<file path="src/rtl/seq_mult_pkg.sv">
// Shared definitions for the seq_mult_hs shift-add multiplier: state width,
// state encodings and the state type used by the controller.
package seq_mult_pkg;

  localparam int STATE_W = 2;

  typedef logic [STATE_W-1:0] state_t;

  localparam state_t S_IDLE = 2'b00;
  localparam state_t S_RUN  = 2'b01;
  localparam state_t S_DONE = 2'b10;

endpackage

</file>
<file path="src/rtl/seq_mult_hs_if.sv">
// Operand/product handshake bundle for seq_mult_hs; the producer/consumer side
// uses the master modport, the multiplier uses the slave modport.
interface seq_mult_hs_if #(
  parameter int WIDTH = 8
);
  logic                 in_valid;
  logic                 in_ready;
  logic [WIDTH-1:0]     in_a;
  logic [WIDTH-1:0]     in_b;
  logic                 out_valid;
  logic                 out_ready;
  logic [2*WIDTH-1:0]   out_product;
  logic                 busy;

  modport master (
    output in_valid, in_a, in_b, out_ready,
    input  in_ready, out_valid, out_product, busy
  );

  modport slave (
    input  in_valid, in_a, in_b, out_ready,
    output in_ready, out_valid, out_product, busy
  );
endinterface

</file>
<file path="src/rtl/seq_mult_dp.sv">
// Shift-add datapath: multiplicand, multiplier shift register and accumulator.
// With SEQ_MULT_EARLY_TERM_EN defined, an all-zero multiplier flushes the acc.
module seq_mult_dp #(
  parameter int WIDTH = 8,
  parameter int CNT_W = $clog2(WIDTH)
) (
  input  logic                 clk,
  input  logic                 rst_n,
  input  logic                 load,
  input  logic                 step,
  input  logic [WIDTH-1:0]     a,
  input  logic [WIDTH-1:0]     b,
`ifdef SEQ_MULT_EARLY_TERM_EN
  input  logic [CNT_W:0]       rem,
  output logic                 mplier_zero,
`endif
  output logic [2*WIDTH-1:0]   acc
);

  logic [WIDTH-1:0] mcand;
  logic [WIDTH-1:0] mplier;

`ifdef SEQ_MULT_EARLY_TERM_EN
  assign mplier_zero = (mplier == '0);
`endif

  // NOTE: state registers use non-blocking assignments so every flop samples
  // the pre-edge values of its neighbours, independent of statement order.
  always_ff @(posedge clk or negedge rst_n) begin
    if (!rst_n) begin
      acc    <= '0;
      mcand  <= '0;
      mplier <= '0;
    end else if (load) begin
      acc    <= '0;
      mcand  <= a;
      mplier <= b;
    end else if (step) begin
`ifdef SEQ_MULT_EARLY_TERM_EN
      if (mplier_zero) begin
        // No set bits remain: apply every outstanding doubling at once.
        acc <= acc << rem;
      end else
`endif
      begin
        acc    <= (acc << 1) + (mplier[WIDTH-1] ? {{WIDTH{1'b0}}, mcand} : '0);
        mplier <= mplier << 1;
      end
    end
  end

endmodule

</file>
<file path="src/rtl/seq_mult_hs.sv">
// Unsigned sequential multiplier, one multiplier bit per cycle MSB first, with
// valid/ready on operands and product. Optional macro: SEQ_MULT_EARLY_TERM_EN.
module seq_mult_hs
  import seq_mult_pkg::*;
#(
  parameter int WIDTH = 8
) (
  input  logic          clk,
  input  logic          rst_n,
  seq_mult_hs_if.slave  bus
);

  localparam int CNT_W = $clog2(WIDTH);
  localparam logic [CNT_W-1:0] LAST = CNT_W'(WIDTH - 1);

  state_t             state;
  state_t             state_next;
  logic [CNT_W-1:0]   cnt;
  logic               load;
  logic               step;
  logic               last_step;
  logic [2*WIDTH-1:0] acc;

`ifdef SEQ_MULT_EARLY_TERM_EN
  logic               mplier_zero;
  logic [CNT_W:0]     rem;

  assign rem       = (CNT_W+1)'(WIDTH) - {1'b0, cnt};
  assign last_step = (cnt == LAST) || mplier_zero;
`else
  assign last_step = (cnt == LAST);
`endif

  // NOTE: every signal written here gets a default first, so no path through
  // the case leaves it unassigned and no latch is inferred.
  always_comb begin
    state_next = state;
    load       = 1'b0;
    step       = 1'b0;
    case (state)
      S_IDLE: begin
        if (bus.in_valid) begin
          load       = 1'b1;
          state_next = S_RUN;
        end
      end
      S_RUN: begin
        step = 1'b1;
        if (last_step) state_next = S_DONE;
      end
      S_DONE: begin
        if (bus.out_ready) state_next = S_IDLE;
      end
      default: state_next = S_IDLE;
    endcase
  end

  always_ff @(posedge clk or negedge rst_n) begin
    if (!rst_n) begin
      state <= S_IDLE;
      cnt   <= '0;
    end else begin
      state <= state_next;
      if (load)      cnt <= '0;
      else if (step) cnt <= cnt + CNT_W'(1);
    end
  end

  seq_mult_dp #(
    .WIDTH (WIDTH),
    .CNT_W (CNT_W)
  ) u_dp (
    .clk         (clk),
    .rst_n       (rst_n),
    .load        (load),
    .step        (step),
    .a           (bus.in_a),
    .b           (bus.in_b),
`ifdef SEQ_MULT_EARLY_TERM_EN
    .rem         (rem),
    .mplier_zero (mplier_zero),
`endif
    .acc         (acc)
  );

  assign bus.in_ready    = (state == S_IDLE);
  assign bus.out_valid   = (state == S_DONE);
  assign bus.busy        = (state == S_RUN) || (state == S_DONE);
  assign bus.out_product = acc;

endmodule

</file>
<file path="src/flat_wrapper.sv">
// flat-port wrapper written by rule: the top's interface ports become plain ports
module seq_mult_hs_flat import seq_mult_pkg::*;
#(
  parameter int WIDTH = 8
)
  (clk, rst_n, bus_in_valid, bus_in_a, bus_in_b, bus_out_ready, bus_in_ready, bus_out_valid, bus_out_product, bus_busy);
  seq_mult_hs_if #(.WIDTH(WIDTH)) bus_i ();
  input  logic clk;
  input  logic rst_n;
  input wire logic [$bits(bus_i.in_valid)-1:0] bus_in_valid;
  input wire logic [$bits(bus_i.in_a)-1:0] bus_in_a;
  input wire logic [$bits(bus_i.in_b)-1:0] bus_in_b;
  input wire logic [$bits(bus_i.out_ready)-1:0] bus_out_ready;
  output wire logic [$bits(bus_i.in_ready)-1:0] bus_in_ready;
  output wire logic [$bits(bus_i.out_valid)-1:0] bus_out_valid;
  output wire logic [$bits(bus_i.out_product)-1:0] bus_out_product;
  output wire logic [$bits(bus_i.busy)-1:0] bus_busy;
  assign bus_i.in_valid = bus_in_valid;
  assign bus_i.in_a = bus_in_a;
  assign bus_i.in_b = bus_in_b;
  assign bus_i.out_ready = bus_out_ready;
  assign bus_in_ready = bus_i.in_ready;
  assign bus_out_valid = bus_i.out_valid;
  assign bus_out_product = bus_i.out_product;
  assign bus_busy = bus_i.busy;
  seq_mult_hs #(.WIDTH(WIDTH)) u_core (.clk(clk), .rst_n(rst_n), .bus(bus_i));
endmodule
</file>
<file path="config.mk">
export PLATFORM = sky130hd
export DESIGN_NAME = seq_mult_hs_flat
export DESIGN_NICKNAME = d
export VERILOG_FILES = /design/src/rtl/seq_mult_pkg.sv /design/src/rtl/seq_mult_hs_if.sv /design/src/rtl/seq_mult_dp.sv /design/src/rtl/seq_mult_hs.sv /design/src/flat_wrapper.sv
export SDC_FILE = /design/constraint.sdc
export NUM_CORES = 1
export LEC_CHECK = 0
export CORE_ASPECT_RATIO = 0.5
export CORE_MARGIN = 1
export CORE_UTILIZATION = 52
export DETAILED_ROUTE_END_ITERATION = 8
export GPL_ROUTABILITY_DRIVEN = 0
export PLACE_DENSITY_LB_ADDON = 0.08
export SYNTH_ARGS = -nofsm -noshare
export SYNTH_HDL_FRONTEND = slang
export SYNTH_SLANG_ARGS = --single-unit
</file>
<file path="constraint.sdc">
create_clock -name clk -period 2.5 [get_ports clk]
set_input_delay 0.5 -clock clk [delete_from_list [all_inputs] [get_ports clk]]
set_output_delay 0.5 -clock clk [all_outputs]
set_load 0.1 [all_outputs]
</file>
==> results.md, run 1 <==
- Input and output buffers added on the ports amount to 38.
- The kind of capture point of the worst setup path is a flop.
- Of all nets on the critical path, the largest fanout is 9.
- The number of global-route vias before repair came to 1599.
- The synthesized design contains 37 register bits.
- The largest incremental delay on the critical path is 0.46 ns.
- The count of pins over their slew limit came to 0.
- Counting every instance in the synthesized netlist gives 216.
- In this run, post-CTS hold repair placed 0 buffers.
- The final critical delay including setup and external delays is 2.32 ns.
- The total number of clock tree sinks is 37.
- The total area of multi-input combinational cells is 0.00106 mm2.
- In this run the cell area measured after placement is 0.00242 mm2.
- In this run, synthesis inferred 0 flip-flops with an integrated enable.
- After clock tree synthesis, the repair step resized 0 gates.
- The kind of critical path is reg2reg.
- The launching element type of the critical path is a flop.
- The yosys synthesis warning count is 0.
- The via count is 1644.
- Once placement completed, the tool counted placed cells totaling 297.
- The number of top-level pins is 39.
- The filler cell count in the final layout is 292.
- The total iterations of the first detailed-routing run is 4.
- Setup repair after global routing left no endpoint under its margin.
- The post-synthesis to final-layout area growth is 23.3%.
- The run finished with clean final reports.
- The final global-route overflow total is 0.
- A synthesized cell averages 9.54 um2.
- The reg-to-reg startpoint is u_core.u_dp.mplier[7].
- The register-to-register path setup slack is 0.18 ns.
- The endpoint identified for the worst register-to-register timing path is u_core.u_dp.acc[11].
- The signal on the critical path passes through and2_1, ha_1, fa_1, a211oi_2, o21bai_4, nand4_1, xor2_1, a21oi_1.
- Buffers added to address setup during post-CTS repair amount to 0.
- The portion of synthesized cell area occupied by the leading cell type is 0.449.
- The async set-or-reset flop fraction in the synthesized netlist is 1.00.
- The worst pin sits at a relative slew slack of 0.450.
- The sequential cells in the finished layout cover a total of 926 um2.
- The total wirelength of the detailed-routed design is 4250 um.
- The upper clock frequency limit is 0.430 GHz.
- The level count of the clock H-tree is 2.
- Across the run, the number of max-cap violations was 0.
- The transition time at the pin with the least slew margin is 0.825 ns.
- The final worst-path cycle share is 0.930.
- The antenna diode count is 0.
- The CTS tree is built.
- The arrival time reported for the critical path endpoint is 2.47 ns.
- In the routed design, unresolved DRC markers number 0.
- The cell type with the highest aggregate area in the netlist is sky130_fd_sc_hd__dfrtp_1.
- The final number of hold-violating endpoints is 0.
- Clock-pin slew was measured on the worst setup and hold paths at 0.07 ns.
- The worst hold-check path type is in2async.
- The number of vias per cell is 5.39.
- The first global-routing pass estimated 7340 um of wire.
- In this run the horizontal extent of the chip is 91.0 um.
- For this run, the post-layout net count is 286.
- For the worst setup path, the data required time is 2.64 ns.
- The number of library cell types mapped by synthesis is 39.
- The register area share after synthesis is 0.449.
- The initial antenna violation count was 0.
- For this design, the slowest cell found on the critical path is sky130_fd_sc_hd__dfrtp_1.
- In the final layout, the share of cells above drive strength 1 is 0.150.
- The most critical setup path has its startpoint at u_core.u_dp.mplier[7].
- Counting the buffers created by CTS gives 5.
- The master cell of the clock root buffer is sky130_fd_sc_hd__clkbuf_8.
- Setup total negative slack on the finished layout was measured at 0 ns.
- The post-layout instance area is 0.00254 mm2.
- The leading register cell type out of synthesis is sky130_fd_sc_hd__dfrtp_1.
- The HPWL after detailed placement is 2990 um.
- The die covers 0.00423 mm2.
- Entering global routing, the biggest net connects 38 pins.
- For this run, the total global-route usage over all layers was measured as 0.231.
- The total core area is 0.00360 mm2.
- The clock latency at the later pin of the worst-skew pair is 0.28 ns.
- The maximum number of buffers from clock root to sink is 2.
- The initial utilization of the core area, before any placement, comes to 0.572.
- The chip height is 46.5 um.
- The depth of the most critical reg-to-reg path is 8.
- The count of nets left with antenna violations after detail routing is 0.
- Ranked by total cell area, the synthesized netlist is headed by sky130_fd_sc_hd__dfrtp_1, sky130_fd_sc_hd__ha_1, sky130_fd_sc_hd__nand2_1.
- The net count after synthesis is 249.
- The count of cells in the finished layout, fillers not included, comes to 305.
- The area of the mapped netlist is 0.00206 mm2.
- The number of rows created at floorplan is 15.
- The count of endpoints failing setup in the final report is 0.
- The destination of the critical timing path is u_core.u_dp.acc[11].
- The initial detailed-routing violation count is 60.
- The setup skew after layout is 0.00574 ns.
- The final routed wire length divided by cell count is 13.9 um.
-- registers in the layout, indices dropped and copies added, names as in the netlist --
| name | cells |
|---|---|
| u_core.state | 2 |
| u_core.u_dp.mcand | 8 |
| u_core.cnt | 3 |
| u_core.u_dp.acc | 16 |
| u_core.u_dp.mplier | 8 |
-- synthesized netlist by cell type, types with 2 or more instances --
master / number
sky130_fd_sc_hd__nor2_1: 9
sky130_fd_sc_hd__a211oi_1: 2
sky130_fd_sc_hd__clkbuf_1: 6
sky130_fd_sc_hd__a21oi_1: 11
sky130_fd_sc_hd__nor3_1: 2
sky130_fd_sc_hd__xnor2_1: 4
sky130_fd_sc_hd__nand3_1: 9
sky130_fd_sc_hd__and2_1: 8
sky130_fd_sc_hd__nand4_1: 3
sky130_fd_sc_hd__mux2i_1: 12
sky130_fd_sc_hd__ha_1: 12
sky130_fd_sc_hd__xor2_1: 7
sky130_fd_sc_hd__nand2_1: 39
sky130_fd_sc_hd__dfrtp_1: 37
sky130_fd_sc_hd__buf_2: 4
sky130_fd_sc_hd__o21ai_1: 3
sky130_fd_sc_hd__o21ai_0: 17
sky130_fd_sc_hd__inv_1: 9
sky130_fd_sc_hd__a211oi_2: 2
-- critical path, delay by kind of cell, from the launching register on --
family                   cells  cell delay (ns)
flip-flops                   1             0.46
XOR/XNOR                     1             0.14
adder cells (fa/ha/maj)      2             0.65
AO/OA/AOI/OAI                3             0.65
AND/OR/NAND/NOR              2             0.29
-- per-layer routing --
| metal | track usage | share of wire |
|---|---|---|
| met1 | 0.297 | 0.51 |
| met3 | 0.0759 | 0.042 |
| met4 | 0.0381 | 0.0040 |
| met5 | 0 | 0 |
| met2 | 0.397 | 0.45 |
-- logic make-up after synthesis --
family / synth area share
and+or+nand+nor: 0.171
AOI/OAI and AO/OA: 0.155
DFF: 0.449
buffers and inverters: 0.0370
adders and majority gates: 0.0826
muxes: 0.0583
xor gates and xnor gates: 0.0468
-- placed cells by master (no fill, tap or decap), types with 11 or more instances in the layout --
master	n
sky130_fd_sc_hd__a21oi_1	11
sky130_fd_sc_hd__buf_4	21
sky130_fd_sc_hd__clkdlybuf4s50_1	18
sky130_fd_sc_hd__dfrtp_1	37
sky130_fd_sc_hd__ha_1	12
sky130_fd_sc_hd__mux2i_1	12
sky130_fd_sc_hd__nand2_1	39
sky130_fd_sc_hd__o21ai_0	17
-- through the flow --
stage                     utilization  worst slack (ns)  hold slack [ns]
after floorplan                     -           0.00256            0.204
after global placement          0.673             0.280            0.452
after detailed placement        0.673             0.212            0.456
after CTS                       0.705             0.162            0.340
after global routing            0.705            0.0306            0.376
final                           0.705             0.176            0.312
-- worst min-delay path by stage --
stage | startpoint | slack (ns) | end | cells after the start
2_1_floorplan | rst_n | 0.20 | u_core.cnt[0] | 0
3_3_place_gp | u_core.u_dp.mcand[1] | 0.45 | u_core.u_dp.mcand[1] | 2
3_5_place_dp | u_core.u_dp.mcand[1] | 0.46 | u_core.u_dp.mcand[1] | 2
4_1_cts | rst_n | 0.34 | u_core.state[0] | 1
5_1_grt | rst_n | 0.38 | u_core.u_dp.acc[4] | 1
6_report | rst_n | 0.31 | u_core.u_dp.acc[10] | 1
-- final cells by class --
cell class,instances,share of cell area
inverter,9,0.0133
sequential,37,0.364
clock buffer,7,0.0340
clock inverter,1,0.0118
tap,51,0.0251
multi-input combinational,160,0.417
timing repair buffer,40,0.135
Power of run 1 is not shown: default switching activity piles up to over one toggle a cycle in this logic, so the estimate is an artifact.
==> inputs of run 2 (changes only) <==
CAP_MARGIN = 40   (was default)
SYNTH_HIERARCHICAL = 1   (was default)
==> results.md, run 2 <==
- The register-to-register path setup slack is 0.16 ns.
- STA puts the critical path data arrival time at 2.52 ns.
- The post-synthesis to final-layout area growth is 23.1%.
- The number of flops mapped to enable cells by yosys is 0.
- The CTS buffer count is 5.
- The kind of capture point of the worst setup path is a flop.
- For this configuration, the core starts out at a cell density of 0.572.
- Yosys instantiated no cell more often than sky130_fd_sc_hd__dfrtp_1.
- The synthesized area per cell is 10.1 um2.
- In this run the clock root is driven by a sky130_fd_sc_hd__clkbuf_8.
- The pre-CTS setup slack is 0.111 ns.
- The pin count of the biggest net entering global routing is 38.
- The count of pins over their slew limit is 0.
- The share of synthesized area in the top cell type comes to 0.447.
- The final worst-path cycle share is 0.935.
- The post-synthesis share of cell area spent on and, or, nand and nor gates is 0.143.
- Ranked by total cell area, the synthesized netlist is headed by sky130_fd_sc_hd__dfrtp_1, sky130_fd_sc_hd__ha_1, sky130_fd_sc_hd__mux2i_1.
- The depth of the most critical reg-to-reg path is 7.
- The filler cell count in the final layout is 291.
- The detailed placer's ending HPWL is 3120 um.
- In the layout the commonest cells are sky130_fd_sc_hd__dfrtp_1, sky130_fd_sc_hd__buf_4, sky130_fd_sc_hd__nand2_1.
- The setup TNS after final layout is 0 ns.
- The count of endpoints failing setup in the final report is 0.
- The worst pin sits at a relative slew slack of 0.446.
- The routed design could run at a clock period as short as 2.34 ns.
- The Yosys step of the flow raised 6 warnings.
- The total number of clock tree sinks is 37.
- Across the routed clock network, the largest skew measured is 0.00866 ns.
- The commonest cells after synthesis are sky130_fd_sc_hd__dfrtp_1, sky130_fd_sc_hd__nand2_1, sky130_fd_sc_hd__o21ai_0, sky130_fd_sc_hd__nor2_1.
- The remaining design rule violation count is 0.
- In this run the critical register-to-register path is launched from u_core/u_dp/mplier[7].
- TritonCTS built the clock tree.
- The worst register-to-register path ends at u_core/u_dp/acc[9].
- Summed over all instances, the cell type with the most area after synthesis is sky130_fd_sc_hd__dfrtp_1.
- The fraction of the mapped netlist area in compound gates was 0.163.
- For this run, the register share of the synthesized area comes to 0.447.
- The register with the most flip-flops is u_core/u_dp/acc.
- The fraction of synthesized cell area in xor and xnor cells is 0.0254.
- The largest fanout on the critical path is 9.
- The initial antenna violation count is 0.
- 0 antenna diodes ended up in the layout.
- The largest registers in the layout are u_core/u_dp/acc (16), u_core/u_dp/mcand (8), u_core/u_dp/mplier (8).
- The run finished with clean final reports.
- The synthesized netlist cell count is 206.
- The number of flip-flops under the largest register name is 16.
- In the global route stage, overall resource usage came out at 0.231.
- Leaving out fill and tap cells, the most frequent cell in the layout is sky130_fd_sc_hd__dfrtp_1.
- The kind of critical path is reg2reg.
- Of the total synthesized cell area, the portion taken by full adders, half adders and majority gates is 0.0821.
- The final global-route overflow total is 0.
- The die boundary width is 91.3 um.
- The final worst-path setup slack is 0.162 ns.
- The count of buffers added on input and output ports is 38.
- The dominant combinational cell family by area after synthesis is compound AO/OA/AOI/OAI gates.
- The first global-routing pass estimated 7360 um of wire.
- The cell area after placement is 0.00246 mm2.
- The final routed wire length divided by cell count is 14.5 um.
- The clock latency at the later pin of the worst-skew pair is 0.29 ns.
- After routing the design area is 0.00255 mm2.
- The data required time at the worst endpoint is 2.68 ns.
- The async set-or-reset flop fraction in the synthesized netlist is 1.00.
- The number of global-route vias before repair is 1574.
- In this run the standard cell core region covers 0.00362 mm2.
- The final-stage net count is 280.
- The die is 46.6 um tall.
- The multiplexer share of the synthesized area is 0.107.
- The synthesized flop and latch total is 37.
- Setup repair after global routing left no endpoint under its margin.
- For this run, the top clock speed supported by timing is 0.428 GHz.
- Across the run, the number of max-cap violations was 0.
- The via count is 1659.
- For this run, the detailed router's first-pass iteration total came to 4.
- The net count after synthesis is 239.
- Using the TritonRoute via totals, the vias-per-cell ratio works out to 5.57.
- The maximum number of buffers from clock root to sink is 2.
- The worst hold-check path type is in2async.
- The proportion of layout cells with a drive suffix above 1 is 0.182.
- For the pin with the worst max-slew slack, the measured transition is 0.832 ns.
- After clock tree synthesis, the clock-pin slew on the worst setup and hold paths is 0.07 ns.
- The final number of hold-violating endpoints is 0.
- The launching element type of the critical path is a flop.
- The total wirelength of the detailed-routed design is 4340 um.
- Once detail routing completed, the nets flagged for antenna violations numbered 0.
- Once the clock tree was built, the setup fixing pass inserted 0 buffers.
- The overall die area is 0.00426 mm2.
- The leading register cell type out of synthesis is sky130_fd_sc_hd__dfrtp_1.
- The area of the mapped netlist is 0.00207 mm2.
- The number of rows created at floorplan is 15.
- The H-tree was split into 2 levels.
- After the first detailed-routing iteration, the DRC count stood at 61.
- For this design the top-level I/O count stands at 39.
- Counting distinct cell types in the post-synthesis netlist gives 40.
[run 2: cell types whose count changed after synthesis, sizes merged, moves of 5 or more]
cell,delta
xor2,-5
mux2,+9
nor2,+7
nand3,-7
nand2,-19
[run 2: worst max path at each step]
stage,endpoint,depth (start not counted),start
after floorplan,u_core/u_dp/mplier[3],6,u_core/state[0]
after global placement,u_core/u_dp/acc[15],7,u_core/u_dp/mplier[7]
after detailed placement,u_core/u_dp/acc[9],7,u_core/u_dp/mplier[7]
after CTS,u_core/u_dp/acc[9],7,u_core/u_dp/mplier[7]
after global routing,u_core/u_dp/acc[9],7,u_core/u_dp/mplier[7]
final,u_core/u_dp/acc[9],7,u_core/u_dp/mplier[7]
[run 2: worst max-delay path, stage by stage, from the launching register on]
cell and delay, ns:
sky130_fd_sc_hd__dfrtp_1 0.47, sky130_fd_sc_hd__and2_1 0.18, sky130_fd_sc_hd__ha_1 0.21, sky130_fd_sc_hd__fa_1 0.44, sky130_fd_sc_hd__a211oi_2 0.30, sky130_fd_sc_hd__o211a_4 0.23, sky130_fd_sc_hd__o21ai_0 0.09, sky130_fd_sc_hd__a311oi_1 0.30
[run 2: metrics by stage]
step                      instances  utilization  hold slack, ns
after detailed placement        291        0.679           0.495
after floorplan                 206            -           0.204
after global placement          291        0.679           0.490
after CTS                       298        0.701           0.335
after global routing            298        0.704           0.375
final                           298        0.704           0.308
[run 2: repair_timing]
action	CTS	global route
hold buffers	0	0
endpoints found under the setup margin	0	3
hold endpoints to repair	0	0
resized for setup	0	2
[run 2: cell type report]
class	count	area [um2]	share of cell area
timing repair buffer	41	350	0.137
sequential	37	927	0.363
tap	51	63.8	0.0250
inverter	11	41.3	0.0162
clock buffer	6	72.6	0.0284
clock inverter	1	5.00	0.00196
multi-input combinational	151	1090	0.428
[run 2: cells by family after synthesis]
group / count (synthesis)
AOI/OAI and AO/OA: 49
and+or+nand+nor: 62
xor gates and xnor gates: 6
buffers and inverters: 18
muxes: 21
DFF: 37
adders and majority gates: 13
[run 2: per-layer routing]
metal  part of all wire  global-route usage
met4             0.0083              0.0857
met5                  0                   0
met2               0.44               0.382
met3              0.043              0.0644
met1               0.51               0.299
Power of run 2 is left out for the same reason.
==> inputs of run 3 (changes only) <==
SKIP_CTS_REPAIR_TIMING = 1   (was default)
==> results of run 3 <==
No change in the layout: final DEF, timing and power equal those of run 2.
Power of run 3 is left out for the same reason.
